==> src/rtl/icache_refill_unit_if.sv <==
// Handshake and data bundle between the icache, L2 and the refill unit.
// The master modport is the environment (icache fetch/miss logic plus L2);
// the slave modport is the refill unit itself.
interface icache_refill_unit_if #(
    parameter int unsigned PA_WIDTH                  = 34,
    parameter int unsigned ICACHE_BLOCK_OFFSET_WIDTH = 5,
    parameter int unsigned ICACHE_INDEX_WIDTH        = 7,
    parameter int unsigned ICACHE_TAG_WIDTH          = 22,
    parameter int unsigned ICACHE_FETCH_WIDTH        = 16,
    parameter int unsigned ICACHE_ASSOC              = 2
);
    localparam int unsigned BlkW  = PA_WIDTH - ICACHE_BLOCK_OFFSET_WIDTH;
    localparam int unsigned BeatW = ICACHE_FETCH_WIDTH * 8;
    localparam int unsigned WayW  = $clog2(ICACHE_ASSOC);

    // Miss request from the icache
    logic                          miss_valid;
    logic                          miss_ready;
    logic [BlkW-1:0]               miss_block_addr;
    logic                          miss_fetch_offset;
    logic [WayW-1:0]               miss_way;
    // Request and response channels to L2
    logic                          l2_req_valid;
    logic                          l2_req_ready;
    logic [BlkW-1:0]               l2_req_block_addr;
    logic                          l2_resp_valid;
    logic                          l2_resp_beat;
    logic [BeatW-1:0]              l2_resp_data;
    // Fetch redirect and critical-beat forward
    logic                          kill;
    logic                          fwd_valid;
    logic [BlkW-1:0]               fwd_block_addr;
    logic                          fwd_offset;
    logic [BeatW-1:0]              fwd_data;
    // Array write port
    logic                          fill_valid;
    logic [ICACHE_INDEX_WIDTH-1:0] fill_index;
    logic [WayW-1:0]               fill_way;
    logic [ICACHE_TAG_WIDTH-1:0]   fill_tag;
    logic [2*BeatW-1:0]            fill_data;
    logic                          busy;

    modport master (
        output miss_valid, miss_block_addr, miss_fetch_offset, miss_way,
        output l2_req_ready, l2_resp_valid, l2_resp_beat, l2_resp_data, kill,
        input  miss_ready, l2_req_valid, l2_req_block_addr,
        input  fwd_valid, fwd_block_addr, fwd_offset, fwd_data,
        input  fill_valid, fill_index, fill_way, fill_tag, fill_data, busy
    );

    modport slave (
        input  miss_valid, miss_block_addr, miss_fetch_offset, miss_way,
        input  l2_req_ready, l2_resp_valid, l2_resp_beat, l2_resp_data, kill,
        output miss_ready, l2_req_valid, l2_req_block_addr,
        output fwd_valid, fwd_block_addr, fwd_offset, fwd_data,
        output fill_valid, fill_index, fill_way, fill_tag, fill_data, busy
    );
endinterface

==> src/rtl/icache_refill_unit.sv <==
// Icache refill unit: takes one block miss, requests the 32 B block from L2,
// gathers the two 16 B beats in either order, forwards the critical beat to
// fetch one cycle after it lands, then writes the whole block into the arrays.
module icache_refill_unit #(
    parameter int unsigned PA_WIDTH                  = 34,
    parameter int unsigned ICACHE_BLOCK_OFFSET_WIDTH = 5,
    parameter int unsigned ICACHE_INDEX_WIDTH        = 7,
    parameter int unsigned ICACHE_TAG_WIDTH          = 22,
    parameter int unsigned ICACHE_FETCH_WIDTH        = 16,
    parameter int unsigned ICACHE_ASSOC              = 2
) (
    input logic                CLK,
    input logic                RST,
    icache_refill_unit_if.slave refill_if
);
    localparam int unsigned BlkW  = PA_WIDTH - ICACHE_BLOCK_OFFSET_WIDTH;
    localparam int unsigned BeatW = ICACHE_FETCH_WIDTH * 8;
    localparam int unsigned WayW  = $clog2(ICACHE_ASSOC);
    localparam int unsigned IdxW  = ICACHE_INDEX_WIDTH;
    localparam int unsigned TagW  = ICACHE_TAG_WIDTH;

    typedef enum logic [1:0] {IDLE, REQ, RESP, WRITE} state_t;

    state_t            r_state;
    logic [BlkW-1:0]   r_addr;
    logic              r_offset;
    logic [WayW-1:0]   r_way;
    logic [BeatW-1:0]  r_buf0;
    logic [BeatW-1:0]  r_buf1;
    logic [1:0]        r_mask;
    logic              r_kill;
    logic              r_fwd_done;

    logic              r_miss_ready;
    logic              r_busy;
    logic              r_l2_req_valid;
    logic              r_fwd_valid;
    logic [BlkW-1:0]   r_fwd_block_addr;
    logic              r_fwd_offset;
    logic [BeatW-1:0]  r_fwd_data;
    logic              r_fill_valid;
    logic [IdxW-1:0]   r_fill_index;
    logic [TagW-1:0]   r_fill_tag;
    logic [WayW-1:0]   r_fill_way;
    logic [2*BeatW-1:0] r_fill_data;

    logic [BeatW-1:0]  w_buf0_next;
    logic [BeatW-1:0]  w_buf1_next;
    logic [1:0]        w_mask_next;
    logic              w_fwd_hit;

    // Beat capture and forward qualification; only consumed while in RESP
    always_comb begin
        w_buf0_next = r_buf0;
        w_buf1_next = r_buf1;
        w_mask_next = r_mask;
        w_fwd_hit   = 1'b0;
        if (refill_if.l2_resp_valid) begin
            if (refill_if.l2_resp_beat) begin
                w_buf1_next    = refill_if.l2_resp_data;
                w_mask_next[1] = 1'b1;
            end else begin
                w_buf0_next    = refill_if.l2_resp_data;
                w_mask_next[0] = 1'b1;
            end
            // A kill arriving with the critical beat still suppresses it
            w_fwd_hit = (refill_if.l2_resp_beat == r_offset) && !r_kill &&
                        !refill_if.kill && !r_fwd_done;
        end
    end

    // Refill FSM with all outputs registered
    always_ff @(posedge CLK or posedge RST) begin
        if (RST) begin
            r_state          <= IDLE;
            r_addr           <= '0;
            r_offset         <= 1'b0;
            r_way            <= '0;
            r_buf0           <= '0;
            r_buf1           <= '0;
            r_mask           <= 2'b00;
            r_kill           <= 1'b0;
            r_fwd_done       <= 1'b0;
            r_miss_ready     <= 1'b1;
            r_busy           <= 1'b0;
            r_l2_req_valid   <= 1'b0;
            r_fwd_valid      <= 1'b0;
            r_fwd_block_addr <= '0;
            r_fwd_offset     <= 1'b0;
            r_fwd_data       <= '0;
            r_fill_valid     <= 1'b0;
            r_fill_index     <= '0;
            r_fill_tag       <= '0;
            r_fill_way       <= '0;
            r_fill_data      <= '0;
        end else begin
            r_fwd_valid  <= 1'b0;
            r_fill_valid <= 1'b0;
            // Sticky kill: forward is suppressed but the request and fill proceed
            if (r_state != IDLE && refill_if.kill) begin
                r_kill <= 1'b1;
            end
            case (r_state)
                IDLE: begin
                    if (refill_if.miss_valid) begin
                        r_addr         <= refill_if.miss_block_addr;
                        r_offset       <= refill_if.miss_fetch_offset;
                        r_way          <= refill_if.miss_way;
                        r_mask         <= 2'b00;
                        r_kill         <= 1'b0;
                        r_fwd_done     <= 1'b0;
                        r_l2_req_valid <= 1'b1;
                        r_miss_ready   <= 1'b0;
                        r_busy         <= 1'b1;
                        r_state        <= REQ;
                    end
                end
                REQ: begin
                    if (refill_if.l2_req_ready) begin
                        r_l2_req_valid <= 1'b0;
                        r_state        <= RESP;
                    end
                end
                RESP: begin
                    r_buf0 <= w_buf0_next;
                    r_buf1 <= w_buf1_next;
                    r_mask <= w_mask_next;
                    if (w_fwd_hit) begin
                        r_fwd_valid      <= 1'b1;
                        r_fwd_done       <= 1'b1;
                        r_fwd_data       <= refill_if.l2_resp_data;
                        r_fwd_block_addr <= r_addr;
                        r_fwd_offset     <= r_offset;
                    end
                    // Move on in the same cycle the last beat lands
                    if (w_mask_next == 2'b11) begin
                        r_fill_valid <= 1'b1;
                        r_fill_index <= r_addr[IdxW-1:0];
                        r_fill_tag   <= r_addr[BlkW-1:IdxW];
                        r_fill_way   <= r_way;
                        r_fill_data  <= {w_buf1_next, w_buf0_next};
                        r_state      <= WRITE;
                    end
                end
                WRITE: begin
                    r_miss_ready <= 1'b1;
                    r_busy       <= 1'b0;
                    r_state      <= IDLE;
                end
                default: r_state <= IDLE;
            endcase
        end
    end

    assign refill_if.miss_ready        = r_miss_ready;
    assign refill_if.busy              = r_busy;
    assign refill_if.l2_req_valid      = r_l2_req_valid;
    assign refill_if.l2_req_block_addr = r_addr;
    assign refill_if.fwd_valid         = r_fwd_valid;
    assign refill_if.fwd_block_addr    = r_fwd_block_addr;
    assign refill_if.fwd_offset        = r_fwd_offset;
    assign refill_if.fwd_data          = r_fwd_data;
    assign refill_if.fill_valid        = r_fill_valid;
    assign refill_if.fill_index        = r_fill_index;
    assign refill_if.fill_tag          = r_fill_tag;
    assign refill_if.fill_way          = r_fill_way;
    assign refill_if.fill_data         = r_fill_data;
endmodule
==> src/flat_wrapper.sv <==
// flat-port wrapper written by rule: the top's interface ports become plain ports
module icache_refill_unit_flat 
#(
    parameter int unsigned PA_WIDTH                  = 34,
    parameter int unsigned ICACHE_BLOCK_OFFSET_WIDTH = 5,
    parameter int unsigned ICACHE_INDEX_WIDTH        = 7,
    parameter int unsigned ICACHE_TAG_WIDTH          = 22,
    parameter int unsigned ICACHE_FETCH_WIDTH        = 16,
    parameter int unsigned ICACHE_ASSOC              = 2
)
  (CLK, RST, refill_if_miss_valid, refill_if_miss_block_addr, refill_if_miss_fetch_offset, refill_if_miss_way, refill_if_l2_req_ready, refill_if_l2_resp_valid, refill_if_l2_resp_beat, refill_if_l2_resp_data, refill_if_kill, refill_if_miss_ready, refill_if_l2_req_valid, refill_if_l2_req_block_addr, refill_if_fwd_valid, refill_if_fwd_block_addr, refill_if_fwd_offset, refill_if_fwd_data, refill_if_fill_valid, refill_if_fill_index, refill_if_fill_way, refill_if_fill_tag, refill_if_fill_data, refill_if_busy);
  icache_refill_unit_if #(.PA_WIDTH(PA_WIDTH), .ICACHE_BLOCK_OFFSET_WIDTH(ICACHE_BLOCK_OFFSET_WIDTH), .ICACHE_INDEX_WIDTH(ICACHE_INDEX_WIDTH), .ICACHE_TAG_WIDTH(ICACHE_TAG_WIDTH), .ICACHE_FETCH_WIDTH(ICACHE_FETCH_WIDTH), .ICACHE_ASSOC(ICACHE_ASSOC)) refill_if_i ();
  input logic CLK;
  input logic RST;
  input wire logic [$bits(refill_if_i.miss_valid)-1:0] refill_if_miss_valid;
  input wire logic [$bits(refill_if_i.miss_block_addr)-1:0] refill_if_miss_block_addr;
  input wire logic [$bits(refill_if_i.miss_fetch_offset)-1:0] refill_if_miss_fetch_offset;
  input wire logic [$bits(refill_if_i.miss_way)-1:0] refill_if_miss_way;
  input wire logic [$bits(refill_if_i.l2_req_ready)-1:0] refill_if_l2_req_ready;
  input wire logic [$bits(refill_if_i.l2_resp_valid)-1:0] refill_if_l2_resp_valid;
  input wire logic [$bits(refill_if_i.l2_resp_beat)-1:0] refill_if_l2_resp_beat;
  input wire logic [$bits(refill_if_i.l2_resp_data)-1:0] refill_if_l2_resp_data;
  input wire logic [$bits(refill_if_i.kill)-1:0] refill_if_kill;
  output wire logic [$bits(refill_if_i.miss_ready)-1:0] refill_if_miss_ready;
  output wire logic [$bits(refill_if_i.l2_req_valid)-1:0] refill_if_l2_req_valid;
  output wire logic [$bits(refill_if_i.l2_req_block_addr)-1:0] refill_if_l2_req_block_addr;
  output wire logic [$bits(refill_if_i.fwd_valid)-1:0] refill_if_fwd_valid;
  output wire logic [$bits(refill_if_i.fwd_block_addr)-1:0] refill_if_fwd_block_addr;
  output wire logic [$bits(refill_if_i.fwd_offset)-1:0] refill_if_fwd_offset;
  output wire logic [$bits(refill_if_i.fwd_data)-1:0] refill_if_fwd_data;
  output wire logic [$bits(refill_if_i.fill_valid)-1:0] refill_if_fill_valid;
  output wire logic [$bits(refill_if_i.fill_index)-1:0] refill_if_fill_index;
  output wire logic [$bits(refill_if_i.fill_way)-1:0] refill_if_fill_way;
  output wire logic [$bits(refill_if_i.fill_tag)-1:0] refill_if_fill_tag;
  output wire logic [$bits(refill_if_i.fill_data)-1:0] refill_if_fill_data;
  output wire logic [$bits(refill_if_i.busy)-1:0] refill_if_busy;
  assign refill_if_i.miss_valid = refill_if_miss_valid;
  assign refill_if_i.miss_block_addr = refill_if_miss_block_addr;
  assign refill_if_i.miss_fetch_offset = refill_if_miss_fetch_offset;
  assign refill_if_i.miss_way = refill_if_miss_way;
  assign refill_if_i.l2_req_ready = refill_if_l2_req_ready;
  assign refill_if_i.l2_resp_valid = refill_if_l2_resp_valid;
  assign refill_if_i.l2_resp_beat = refill_if_l2_resp_beat;
  assign refill_if_i.l2_resp_data = refill_if_l2_resp_data;
  assign refill_if_i.kill = refill_if_kill;
  assign refill_if_miss_ready = refill_if_i.miss_ready;
  assign refill_if_l2_req_valid = refill_if_i.l2_req_valid;
  assign refill_if_l2_req_block_addr = refill_if_i.l2_req_block_addr;
  assign refill_if_fwd_valid = refill_if_i.fwd_valid;
  assign refill_if_fwd_block_addr = refill_if_i.fwd_block_addr;
  assign refill_if_fwd_offset = refill_if_i.fwd_offset;
  assign refill_if_fwd_data = refill_if_i.fwd_data;
  assign refill_if_fill_valid = refill_if_i.fill_valid;
  assign refill_if_fill_index = refill_if_i.fill_index;
  assign refill_if_fill_way = refill_if_i.fill_way;
  assign refill_if_fill_tag = refill_if_i.fill_tag;
  assign refill_if_fill_data = refill_if_i.fill_data;
  assign refill_if_busy = refill_if_i.busy;
  icache_refill_unit #(.PA_WIDTH(PA_WIDTH), .ICACHE_BLOCK_OFFSET_WIDTH(ICACHE_BLOCK_OFFSET_WIDTH), .ICACHE_INDEX_WIDTH(ICACHE_INDEX_WIDTH), .ICACHE_TAG_WIDTH(ICACHE_TAG_WIDTH), .ICACHE_FETCH_WIDTH(ICACHE_FETCH_WIDTH), .ICACHE_ASSOC(ICACHE_ASSOC)) u_core (.CLK(CLK), .RST(RST), .refill_if(refill_if_i));
endmodule
==> config.mk <==
export PLATFORM = sky130hd
export DESIGN_NAME = icache_refill_unit_flat
export DESIGN_NICKNAME = d
export VERILOG_FILES = /design/src/rtl/icache_refill_unit_if.sv /design/src/rtl/icache_refill_unit.sv /design/src/flat_wrapper.sv
export SDC_FILE = /design/constraint.sdc
export NUM_CORES = 2
export LEC_CHECK = 0
export BUFFER_PORTS_ARGS = -buffer_cell sky130_fd_sc_hd__buf_2
export CELL_PAD_IN_SITES_DETAIL_PLACEMENT = 0
export CELL_PAD_IN_SITES_GLOBAL_PLACEMENT = 1
export CORE_ASPECT_RATIO = 1.1
export CORE_MARGIN = 4
export CORE_UTILIZATION = 44
export CTS_CLUSTER_DIAMETER = 80
export DETAILED_ROUTE_END_ITERATION = 10
export PLACE_DENSITY = 0.8
export SLEW_MARGIN = 40
export SYNTH_ARGS = -nofsm -noshare
export SYNTH_HDL_FRONTEND = slang
export SYNTH_SLANG_ARGS = --single-unit
export TNS_END_PERCENT = 5
==> constraint.sdc <==
create_clock -name CLK -period 28.4 [get_ports CLK]
set_clock_uncertainty 0.15 [all_clocks]
set_input_delay 5.68 -clock CLK [delete_from_list [all_inputs] [get_ports CLK]]
set_output_delay 5.68 -clock CLK [all_outputs]
set_load 0.02 [all_outputs]
Word level (Yosys, flattened, before mapping) --
Index checks and enable logic that the tools add are counted.
Cells by class: eq/ne operators 9, muxes and demuxes 29, reduce and logical (&&, ||, !) cells 20
Operators by type and width (count):
- $mux W128 | 4
- $mux W1 | 14
- $mux W2 | 5
- $reduce_and A2 Y1 | 5
- $reduce_and A3 Y1 | 3
- $pmux W1 S2 | 4
- $pmux W2 S4 | 1
- $reduce_bool A2 Y1 | 4
- $eq A2 B2 Y1 const B | 3
- $logic_and A1 B1 Y1 | 4
- $ne A2 B1 Y1 const B | 2
- $ne A2 B2 Y1 const B | 2
- $pmux W2 S2 | 1
- $logic_not A1 Y1 | 3
- $eq A2 B1 Y1 const B | 1
- $logic_not A2 Y1 | 1
- $eq A1 B1 Y1 | 1
Storage, ports and cells: register bits after elaboration 742, input bits 166

Longest topological paths before layout --
word-level depth 7, mapped depth 9, depth with buffers taken out 6

Worst setup path before layout --
OpenSTA, ideal clock, no wires.
path kind input-to-reg, start input refill_if_l2_resp_beat, end register u_core.r_fill_index[0], in the netlist u_core.refill_if.fill_index[0], library setup time 0.128 ns, arrival 6.917 ns, slack 21.206 ns, stages 7, buffers on the path 4, cell sequence buf_4 mux2_4 o211ai_2 buf_4 buf_6 buf_6 mux2_1
Between the ends: longest elaborated chain between the ends 4, elaborated cells on any way between the ends 5, those cells by class eq/ne: 1; mux: 3; reduce/logical: 1
Ends and longest elaborated chain:
- start: declaration | RTL line flat_wrapper.sv:21 | input wire logic [$bits(refill_if_i.l2_resp_beat)-1:0] refill_if_l2_resp_beat;
- $mux W1 | RTL line icache_refill_unit.sv:59 | if (refill_if.l2_resp_beat) begin
- $mux W2 * | RTL line icache_refill_unit.sv:58 | if (refill_if.l2_resp_valid) begin
- $eq A2 B2 Y1 * | RTL line icache_refill_unit.sv:136 | if (w_mask_next == 2'b11) begin
- $reduce_and A2 Y1 (no source line) *
- end signal: assignment | RTL line icache_refill_unit.sv:138 | r_fill_index <= r_addr[IdxW-1:0];
- end: declaration | RTL line icache_refill_unit.sv:42 | logic [IdxW-1:0] r_fill_index;
Mark *: on every way between the ends. The rest lies on a longest branch, timed or not. A chain may end at the register's enable or synchronous reset.

==> metrics <==
worst setup path class=in2async; Post-Syn Nets=2345; syn_area_per_cell=13.9 um2; status=complete, no violations; Worst Path Arrival=8.56 ns; final setup vio count=0; die width=258 um; f_max=124 MHz; Crit path max-delay family=buffers and inverters; post-DR wirelength/cell=20.4 um; core area=67800 um2; Setup crit end kind=async pin; Top Ports=644; Synth Instances=2174; DPL Wire Length=51400 um; first-pass GRT wire length=118000 um; final wirelength=76600 um; global route overflow=0; worst-path fanout max=132; TritonCTS Sinks=742; row count=100; Synth Register Bits=742; GRT Total Usage=0.205; worst vdd ir=73.1 uV; register area share after synthesis=0.615; CTS H-tree lvls=3; Via Count=19324; Sw Ratio=0.346; Net Switching=0.00141 W; worst endpoint required time=28.92 ns; final worst path period share=0.283; Top Usage Layer GRT=met2; Gate power share=0.330; Starting Density=0.445; pre-CTS setup slack=19.72 ns; Post-route DRC=0; final hold vios=0; Relative slew margins=0.422; setup bufs post-CTS=0; Reg power frac=0.428; largest net degree at the start of global routing=163; clock buffer depth=3; hold buffer count at cts=0; CP bufs+invs=6; vias in the first global route=20374; Clock Tree Root=clkbuf_16; CP max stage cell=buf_6; Crit path top cell by count=buf_6; area delta synth->final=21.5%; total of max-cap violations=0; die height=283 um; Synth Warn #=0; initial antenna violation count=3; Slew Limit Fails=0; final core utilization=0.541; Design Power=0.00409 W; M3 GR Usage=0.0513; initial DRC count=1094; Post-Syn Area=30200 um2; CTS buffer count=79; Final min period=8.04 ns; # port buffers=643; Leakage=19.7 nW; RSZ-0062 raised after global routing=no; hold crit path type=reg2reg; post-synthesis cell type count=27; Startpoint Class=primary input; Max stage delay on crit path=0.62 ns; TritonCTS clock tree=done; Final WS setup=20.36 ns; Layout Nets=2953; Clock power frac=0.242; share of layout cells above drive strength 1=0.442; worst slew pin tran=0.866 ns; Fin Setup TNS=0 ns; met1 global-route usage=0.254; insertion delay to the later sink of the worst-skew pair=0.60 ns; Pint=0.00268 W; post-CTS sizing=0; detailed-route vias per instance=5.14; routability cong.=0.826; Die Area=72800 um2; met2 usage in global routing=0.347; crit-path cells=buf_2 > inv_12 > buf_6 > buf_12 > buf_16 > buf_6; CTS clk-pin slew, worst paths=0.06 ns; drt pass-1 iters=5; post-route ant nets=0; Power Dens Cells=112 nW/um2
metal layers:
layer | wire length (um) | up-vias
met2 | 37600 | 571
met3 | 4990 | 158
met1 | 31000 | 9805
met4 | 2970 | 4
li1 | - | 8786
met5 | 26 | -
worst reg2reg max path: stages, from the launching register on:
cell and delay [ns]:
dfrtp_1 0.42, inv_1 0.13, ha_1 0.63, o211ai_4 0.42
buf_12 0.34, buf_16 0.43, nand2_1 0.31, o21ai_0 0.10
through the flow:
stage / instance area [um2] / hold slack [ns] / cells
4_1_cts: 36600 / 0.328 / 3756
3_5_place_dp: 34200 / 0.315 / 3618
6_report: 36700 / 0.323 / 3758
2_1_floorplan: 30200 / 0.325 / 2174
5_1_grt: 36700 / 0.344 / 3757
3_3_place_gp: 34000 / 0.309 / 3615
cell usage in the layout (no fill, tap or decap), types with 4 or more instances in the layout:
master | Yosys | layout
nand2_1 | 261 | 259
dfrtp_1 | 741 | 741
clkbuf_16 | 0 | 79
clkinv_2 | 0 | 11
clkbuf_1 | 31 | 24
a21oi_1 | 9 | 9
buf_6 | 15 | 9
mux2i_1 | 256 | 256
clkbuf_8 | 0 | 14
mux2_2 | 366 | 366
buf_16 | 0 | 4
mux2_4 | 101 | 101
nor2_1 | 6 | 6
mux2_1 | 10 | 10
buf_12 | 0 | 4
o21ai_0 | 259 | 259
buf_4 | 5 | 4
buf_2 | 87 | 643
inv_1 | 8 | 7
ha_1 | 5 | 5
cell families (layout without fill, tap and decap cells):
kind of cell             Yosys count  count (layout)  synth area share
multiplexers                     733             733             0.276
flip-flops                       742             742             0.615
AO/OA/AOI/OAI                    273             273            0.0458
adder cells (fa/ha/maj)            5               5           0.00207
AND/OR/NAND/NOR                  274             274            0.0348
buffers and inverters            146             811            0.0261
other                              0               1                 0
XOR/XNOR                           1               1          0.000290
state kept, by name (all words and copies together) (netlist names), 2 cells and up:
name	count
u_core.r_buf1	128
u_core.r_buf0	128
u_core.refill_if.fill_data	256
u_core.r_mask	2
u_core.refill_if.fwd_data	128
u_core.r_state	2
u_core.refill_if.fill_tag	22
u_core.refill_if.fill_index	7
u_core.refill_if.fwd_block_addr	29
u_core.refill_if.l2_req_block_addr	29
synth_stat cells, drive strengths merged:
| cell type | n | area, um2 |
|---|---|---|
| o32a | 1 | 10.0 |
| clkbuf | 31 | 116 |
| mux2i | 256 | 2560 |
| nor2 | 6 | 22.5 |
| xnor2 | 1 | 8.76 |
| and2 | 1 | 6.26 |
| o21ai | 259 | 1300 |
| ha | 5 | 62.6 |
| buf | 107 | 642 |
| o211ai | 1 | 12.5 |
| inv | 8 | 30.0 |
| mux2 | 477 | 5750 |
| nor2b | 1 | 6.26 |
| and4b | 1 | 10.0 |
| o22ai | 2 | 12.5 |
| nand2b | 2 | 12.5 |
| nand3 | 1 | 5.00 |
| dfrtp | 741 | 18500 |
| a31oi | 1 | 6.26 |
| dfstp | 1 | 26.3 |
| nand2 | 262 | 986 |
| a21oi | 9 | 45.0 |
power by group through the flow:
stage,Clock [W],Sequential (W),Combinational [W]
2_1_floorplan,0,0.00203,0.000597
3_5_place_dp,0,0.00176,0.00137
4_1_cts,0.00102,0.00175,0.00137
6_report,0.000991,0.00175,0.00135
5_1_grt,0.00106,0.00180,0.00146
3_3_place_gp,0,0.00174,0.00133
path summary, 6_finish.rpt:
path | from | to | slack [ns] | cells past startpoint
worst max register to register | u_core.r_state[0]$_DFFE_PP0P_ | u_core.refill_if.fill_data[64]$_DFFE_PP0P_ | 25.33 | 7
worst min register to register | u_core.refill_if.fill_data[72]$_DFFE_PP0P_ | u_core.refill_if.fill_data[72]$_DFFE_PP0P_ | 0.32 | 2
worst max-delay path | RST | u_core.refill_if.fwd_block_addr[17]$_DFFE_PP0P_ | 20.36 | 6
max in group CLK | refill_if_l2_resp_beat | u_core.refill_if.fwd_data[22]$_DFFE_PP0P_ | 20.76 | 6
min in group asynchronous | RST | u_core.refill_if.fill_data[25]$_DFFE_PP0P_ | 4.99 | 2
worst min-delay path | u_core.refill_if.fill_data[72]$_DFFE_PP0P_ | u_core.refill_if.fill_data[72]$_DFFE_PP0P_ | 0.32 | 2
cell type report:
| cell class | instances | area (um2) |
|---|---|---|
| fill | 5756 | 31100 |
| clock buffer | 116 | 2250 |
| multi-input combinational | 1286 | 10900 |
| sequential | 742 | 18600 |
| timing repair buffer | 665 | 3550 |
| clock inverter | 22 | 229 |
| tap | 918 | 1150 |
| antenna | 1 | 2.50 |
| inverter | 8 | 42.5 |
Power figures use the tool's default switching activity.
